===== src/rtl/trojan7_pkg.sv =====
// Shared types and default constants for the trojan7 slave-select decoder.
// Holds the trigger FSM state encoding and the key/mask/length defaults.
package trojan7_pkg;

  typedef enum logic [1:0] {
    IDLE   = 2'd0,
    S1     = 2'd1,
    S2     = 2'd2,
    ACTIVE = 2'd3
  } state_e;

  localparam logic [31:0] TRIG_ADDR_DEF    = 32'h4000_0F00;
  localparam logic [31:0] TRIG_DATA_DEF    = 32'hA5A5_5A5A;
  localparam logic [31:0] TRIG_S0_DEF      = 32'h0707_0707;
  localparam logic [3:0]  PAYLOAD_MASK_DEF = 4'b1010;
  localparam int          PAYLOAD_LEN_DEF  = 16;

  // Payload counter width, never narrower than one bit.
  function automatic int cnt_width(input int len);
    return (len > 1) ? $clog2(len) : 1;
  endfunction

endpackage


===== src/rtl/trojan7_if.sv =====
// Bus-side signals seen by the decoder: address/data/slave-0 read data in, select out.
// No handshake; every field is sampled or driven once per clock.
interface trojan7_if;
  logic [31:0] wb_addr_i;
  logic [31:0] wb_data_i;
  logic [31:0] s0_data_i;
  logic [3:0]  slv_sel;

  modport master (output wb_addr_i, output wb_data_i, output s0_data_i, input slv_sel);
  modport slave  (input wb_addr_i, input wb_data_i, input s0_data_i, output slv_sel);
endinterface


===== src/rtl/trojan7_trigger.sv =====
// Three-step key-sequence FSM with a bounded payload counter; asserts active while armed.
// active follows state with no extra latency; inputs have no backpressure.
import trojan7_pkg::*;

module trojan7_trigger #(
  parameter logic [31:0] TRIG_ADDR   = TRIG_ADDR_DEF,
  parameter logic [31:0] TRIG_DATA   = TRIG_DATA_DEF,
  parameter logic [31:0] TRIG_S0     = TRIG_S0_DEF,
  parameter int          PAYLOAD_LEN = PAYLOAD_LEN_DEF
) (
  input  logic        clk,
  input  logic        rst_n,
  input  logic [31:0] wb_addr_i,
  input  logic [31:0] wb_data_i,
  input  logic [31:0] s0_data_i,
  output logic        active
);

  localparam int            CW       = cnt_width(PAYLOAD_LEN);
  localparam logic [CW-1:0] CNT_LOAD = CW'(PAYLOAD_LEN - 1);

  state_e        state_q, state_d;
  logic [CW-1:0] cnt_q, cnt_d;
  logic          addr_hit, data_hit, s0_hit;

  always_ff @(posedge clk) begin
    if (!rst_n) begin
      state_q <= IDLE;
      cnt_q   <= '0;
    end else begin
      state_q <= state_d;
      cnt_q   <= cnt_d;
    end
  end

  always_comb begin
    addr_hit = (wb_addr_i == TRIG_ADDR);
    data_hit = (wb_data_i == TRIG_DATA);
    s0_hit   = (s0_data_i == TRIG_S0);
    state_d  = state_q;
    cnt_d    = cnt_q;
    case (state_q)
      IDLE: begin
        if (addr_hit) state_d = S1;
      end
      // Data key wins over a repeated address key.
      S1: begin
        if (data_hit)      state_d = S2;
        else if (addr_hit) state_d = S1;
        else               state_d = IDLE;
      end
      S2: begin
        if (s0_hit) begin
          state_d = ACTIVE;
          cnt_d   = CNT_LOAD;
        end else if (addr_hit) begin
          state_d = S1;
        end else begin
          state_d = IDLE;
        end
      end
      // Keys are ignored here, so the payload can never be extended.
      ACTIVE: begin
        if (cnt_q == '0) state_d = IDLE;
        else             cnt_d   = cnt_q - CW'(1);
      end
      default: state_d = IDLE;
    endcase
  end

  always_comb begin
    active = (state_q == ACTIVE);
  end

endmodule


===== src/rtl/trojan7.sv =====
// Registered slave-select decoder; XORs a mask into the select while the trigger is active.
// slv_sel follows wb_addr_i[31:28] by 1 cycle; no backpressure.
import trojan7_pkg::*;

module trojan7 #(
  parameter logic [31:0] TRIG_ADDR    = TRIG_ADDR_DEF,
  parameter logic [31:0] TRIG_DATA    = TRIG_DATA_DEF,
  parameter logic [31:0] TRIG_S0      = TRIG_S0_DEF,
  parameter logic [3:0]  PAYLOAD_MASK = PAYLOAD_MASK_DEF,
  parameter int          PAYLOAD_LEN  = PAYLOAD_LEN_DEF
) (
  input  logic     clk,
  input  logic     rst_n,
  trojan7_if.slave bus
);

  logic       active;
  logic [3:0] slv_sel_q, slv_sel_d;

  trojan7_trigger #(
    .TRIG_ADDR   (TRIG_ADDR),
    .TRIG_DATA   (TRIG_DATA),
    .TRIG_S0     (TRIG_S0),
    .PAYLOAD_LEN (PAYLOAD_LEN)
  ) u_trig (
    .clk       (clk),
    .rst_n     (rst_n),
    .wb_addr_i (bus.wb_addr_i),
    .wb_data_i (bus.wb_data_i),
    .s0_data_i (bus.s0_data_i),
    .active    (active)
  );

  always_comb begin
    slv_sel_d = bus.wb_addr_i[31:28] ^ (active ? PAYLOAD_MASK : 4'b0000);
  end

  always_ff @(posedge clk) begin
    if (!rst_n) slv_sel_q <= 4'h0;
    else        slv_sel_q <= slv_sel_d;
  end

  assign bus.slv_sel = slv_sel_q;

endmodule


===== src/flat_wrapper.sv =====
// flat-port wrapper written by rule: the top's interface ports become plain ports
module trojan7_flat 
#(
  parameter logic [31:0] TRIG_ADDR    = TRIG_ADDR_DEF,
  parameter logic [31:0] TRIG_DATA    = TRIG_DATA_DEF,
  parameter logic [31:0] TRIG_S0      = TRIG_S0_DEF,
  parameter logic [3:0]  PAYLOAD_MASK = PAYLOAD_MASK_DEF,
  parameter int          PAYLOAD_LEN  = PAYLOAD_LEN_DEF
)
  (clk, rst_n, bus_wb_addr_i, bus_wb_data_i, bus_s0_data_i, bus_slv_sel);
  trojan7_if bus_i ();
  input  logic clk;
  input  logic rst_n;
  input wire logic [$bits(bus_i.wb_addr_i)-1:0] bus_wb_addr_i;
  input wire logic [$bits(bus_i.wb_data_i)-1:0] bus_wb_data_i;
  input wire logic [$bits(bus_i.s0_data_i)-1:0] bus_s0_data_i;
  output wire logic [$bits(bus_i.slv_sel)-1:0] bus_slv_sel;
  assign bus_i.wb_addr_i = bus_wb_addr_i;
  assign bus_i.wb_data_i = bus_wb_data_i;
  assign bus_i.s0_data_i = bus_s0_data_i;
  assign bus_slv_sel = bus_i.slv_sel;
  trojan7 #(.TRIG_ADDR(TRIG_ADDR), .TRIG_DATA(TRIG_DATA), .TRIG_S0(TRIG_S0), .PAYLOAD_MASK(PAYLOAD_MASK), .PAYLOAD_LEN(PAYLOAD_LEN)) u_core (.clk(clk), .rst_n(rst_n), .bus(bus_i));
endmodule

===== config.mk =====
export PLATFORM = sky130hd
export DESIGN_NAME = trojan7_flat
export DESIGN_NICKNAME = d
export VERILOG_FILES = /design/src/rtl/trojan7_pkg.sv /design/src/rtl/trojan7_if.sv /design/src/rtl/trojan7_trigger.sv /design/src/rtl/trojan7.sv /design/src/flat_wrapper.sv
export SDC_FILE = /design/constraint.sdc
export NUM_CORES = 1
export LEC_CHECK = 0
export ABC_AREA = 1
export CAP_MARGIN = 20
export CORE_UTILIZATION = 30
export DETAILED_ROUTE_END_ITERATION = 12
export GPL_ROUTABILITY_DRIVEN = 0
export PLACE_DENSITY = 0.78
export REMOVE_ABC_BUFFERS = 1
export SETUP_SLACK_MARGIN = 0.3
export SYNTH_ARGS = -nofsm -noshare
export SYNTH_HDL_FRONTEND = slang
export SYNTH_HIERARCHICAL = 1
export SYNTH_SLANG_ARGS = --single-unit

===== constraint.sdc =====
create_clock -name clk -period 2.5 [get_ports clk]
set_clock_uncertainty 0.05 [all_clocks]
set_input_delay 0.5 -clock clk [delete_from_list [all_inputs] [get_ports clk]]
set_output_delay 0.5 -clock clk [all_outputs]
set_load 0.005 [all_outputs]

# After elaboration in Yosys (flattened, before gate mapping)
# Index checks and enable logic that the tools add are counted.
# totals
regBits	10
latch_bits	0
ram_bits	0
mem_bits_ro	0
inputBits	98
out_inout_bits	4
word_cells	30
memories	0
# classes
addsub	1
mul	0
div	0
n_lt_le_gt_ge	0
eq_ne	10
n_shift	0
muxes	10
n_bitwise	1
reduce_logical	5
# ops
cell	n
$eq 32x27->1 const B	1
$eq 32x31->1 const B	1
$eq 32x32->1 const B	1
$mux 4	3
$mux 2	4
$ne 2x2->1 const B	4
$pmux 2 s4	1
$pmux 4 s2	1
$eq 2x2->1 const B	2
$logic_not 4->1	1
$sub 4x1->4 const B	1
$xor 4x4->4	1
$reduce_and 3->1	1
$eq 2x1->1 const B	1
$logic_not 2->1	1
$reduce_and 2->1	1
$reduce_bool 2->1	1
$mux 1	1

# Depth between registers and ports, before layout
# depth
ltp_word	4
depth_mapped	9
depth_no_buf	9

# By module
# The synthesis kept the hierarchy.
# modules_own_cells
module	instances	cells_per_inst	area_per_inst_um2	seq_area_each_um2
trojan7_trigger	1	213	1006.0	120.1
trojan7	1	16	125.1	80.1

# Worst setup path after synthesis
# No wires, ideal clock.
# synth_timing
kind	input port to flip-flop
start	in bus_s0_data_i[2]
end	reg u_core.u_trig.cnt_q[2]
setup_ns	0.070
t_arrival_ns	1.151
required_ns	2.380
setup_slack_ns	1.229
path_stages	8
path_buffers	0
cell_sequence	inv_1 nor2_1 nand3_2 nor2_2 nand3_2 nand2_2 nand2_1 a21oi_1
# synth_via
elab_chain_cells	3
# synth_lines
element	line	text
start: declaration	flat_wrapper.sv:16	input wire logic [$bits(bus_i.s0_data_i)-1:0] bus_s0_data_i;
$eq 32x27->1	trojan7_trigger.sv:39	s0_hit = (s0_data_i == TRIG_S0);
$ne 2x2->1 (no line)	n/a	
$reduce_and 3->1 (no line)	n/a	
end signal: assignment	trojan7_trigger.sv:32	cnt_q <= cnt_d;
end: declaration	trojan7_trigger.sv:23	logic [CW-1:0] cnt_q, cnt_d;
# No other way between the ends.
# A chain may end at the register's enable or synchronous reset.

# Worst setup path after layout
# layout_timing
start	in bus_s0_data_i[20]
end	reg u_core.u_trig.cnt_q[2]
# Same word-level chain as after synthesis.

==> results.cfg <==
[global_routing]
grt_use_total = 0.184
grt_pass1_vias = 1530
overflow = 0
antenna_found_initial = 0
grt_start_max_net_pins = 10
grt_pass1_wl_um = 6020

[routing]
first_iter_violations = 38
highest_layer = met4
wire_per_inst_um = 9.43
vias_per_cell = 4.27
antenna_left = 0
num_vias = 1617
wl_um = 3570
drc = 0
drtPass1Iterations = 4
wl_met2_um = 1660
met1_length_um = 1510
wl_met3_um = 340

[power]
finalPower_mw = 0.545
irDropWorstVdd_mv = 0.265
leakage_nw = 1.07
power_density_nw_per_um2 = 243

[min_path]
min_path_type = reg2reg
hold-path-cell-count = 2
hold_end = u_core/u_trig/cnt_q[0]$_SDFFE_PN0P_
worstHoldStart = u_core/u_trig/cnt_q[0]$_SDFFE_PN0P_

[floorplanning]
start_util = 0.326
rows = 21
dieArea_sq_um = 4020
die_w_um = 63.4
core_sq_um = 3470
ios = 102
die_h_um = 63.4

[cts]
clockBufferDepth = 2
cts_hold_buf = 0
post_cts_buffers = 0
clock-root-buffer = clkbuf_8
clk_pin_slew_worst_paths_ns = 0.05
cts_tree = built
htreeDepth = 1
cts_inserted_buffers = 3
clk_latency_ns = 0.23
cts_resized = 0
cts.sinks = 10

[cells_and_area]
fillers = 360
antennaDiodeCount = 0
syn_to_final_growth_pct = 98.1
drive_gt1_frac = 0.0360
fin_nets = 435

[yosys]
synth_top_area_cell = nand2_1
netlist_instances = 229
ys_seq_area_frac = 0.177
synth_cell_type_count = 21
yosys-top-cells-area = nand2_1 24%, inv_1 19%, dfxtp_1 18%, nor2_1 14%, nor3_1 4.9%
synth_top_area_share = 0.236
synth.avg_cell_area_sq_um = 4.94
synth-seq-cells = 10
syn-cell-area_sq_um = 1130
yosysWarnings = 6

[critical_path]
ff2ff_path_depth = 7
crit_fanout = 5
worstSetupPathType = in2reg
r2r_start = u_core/u_trig/cnt_q[0]$_SDFFE_PN0P_
start_kind = primary input
r2r_slack_ns = 1.16
reg2reg_to = u_core/u_trig/state_q[1]$_SDFFE_PN0P_
endpoint_kind = flip-flop
worstPathArrival_ns = 1.71
required_ns = 2.61

[placement]
io_buffer_count = 101
dp_slack_ns = 0.641
dp_hpwl_um = 3190

[sta]
setup_tns_ns = 0
fin_ws_ns = 0.901
layout_min_cycle_time_ns = 1.60
hold_viol_final = 0
slew_violations = 0
relSlewSlack = 0.792
worst_slew_pin_slew_ns = 0.311
fin_crit_sh = 0.640
rsz0062_at_grt = no
setup_violations = 0
timing.fmax_mhz = 625

[flow_run]
maxCapViolations = 0

[run_status]
status = finished, final reports clean
-- worst max-delay path by stage --
| stage | start | end | slack (ns) | cells after the start |
|---|---|---|---|---|
| detailed placement | bus_s0_data_i[20] | u_core/u_trig/cnt_q[2]$_SDFFE_PN0P_ | 0.64 | 10 |
| finish | bus_s0_data_i[20] | u_core/u_trig/cnt_q[2]$_SDFFE_PN0P_ | 0.90 | 10 |
| CTS | bus_s0_data_i[20] | u_core/u_trig/cnt_q[2]$_SDFFE_PN0P_ | 0.89 | 10 |
| floorplan | bus_s0_data_i[2] | u_core/u_trig/cnt_q[2]$_SDFFE_PN0P_ | 1.23 | 8 |
| global placement | bus_s0_data_i[2] | u_core/u_trig/cnt_q[3]$_SDFFE_PN0P_ | 0.69 | 9 |
| global route | bus_s0_data_i[22] | u_core/u_trig/cnt_q[2]$_SDFFE_PN0P_ | 0.73 | 10 |
-- through the flow --
step	cell area, sq um	util	hold WS (ns)	instances
after floorplan	1130	-	0.384	229
after global placement	2200	0.634	0.405	376
after detailed placement	2200	0.634	0.399	376
after CTS	2240	0.646	0.411	379
after global routing	2240	0.646	0.462	379
final	2240	0.646	0.408	379
-- synth_stat cells, drive strengths merged --
cell type and count:
nand3 11, o21ai 3, o21bai 1, dfxtp 10, nor3 11, or2 1, nor2 45, nand3b 1
nor4 1, nand2 72, and2 1, ha 2, a21oi 4, inv 60, nand4 6
-- kinds of logic after synthesis --
kind of cell    synth area share
fa+ha+maj                 0.0221
flops                      0.177
simple gates               0.564
buf+inv                    0.199
compound gates            0.0376
-- metal layers --
metal,track usage,vias up
met5,0,-
met4,0.0511,0
met3,0.0580,8
met2,0.338,75
met1,0.198,649
li1,-,885
-- critical path: stages --
cell and delay (ns):
clkdlybuf4s50_1 0.40, inv_1 0.05, nand2_1 0.05, nor2_1 0.12, nand2_1 0.10, nor2_4 0.11, nand3_2 0.09, nand2_2 0.11
nand2_1 0.06, a21oi_1 0.12
-- flip-flops by register name, indices dropped and copies added (netlist names) --
register               flops
u_core/u_trig/state_q      2
u_core/u_trig/cnt_q        4
u_core/bus.slv_sel         4
-- layout by cell type (no fill, tap or decap), types with 2 or more instances in the layout --
cell and instances:
dfxtp_1 10, clkdlybuf4s50_1 101, nand3_1 9, nor3_1 11
nand4_1 6, a21oi_1 4, inv_1 58, nor2_1 42
nand3_2 2, nor2_2 2, o21ai_0 2, clkbuf_8 3
inv_2 2, nand2_1 71, ha_1 2
-- power by group --
group	total, mW	switching, mW	internal, mW
Clock	0.164	0.0589	0.105
Sequential	0.164	0.000949	0.163
Combinational	0.217	0.0600	0.157
-- cell type report --
class,count,area (sq um),share of cell area
timing repair buffer,101,1010,0.451
multi-input combinational,159,706,0.315
inverter,60,225,0.101
sequential,10,200,0.0893
tap,46,57.6,0.0257
clock buffer,3,41.3,0.0184
Power figures use the tool's default switching activity.
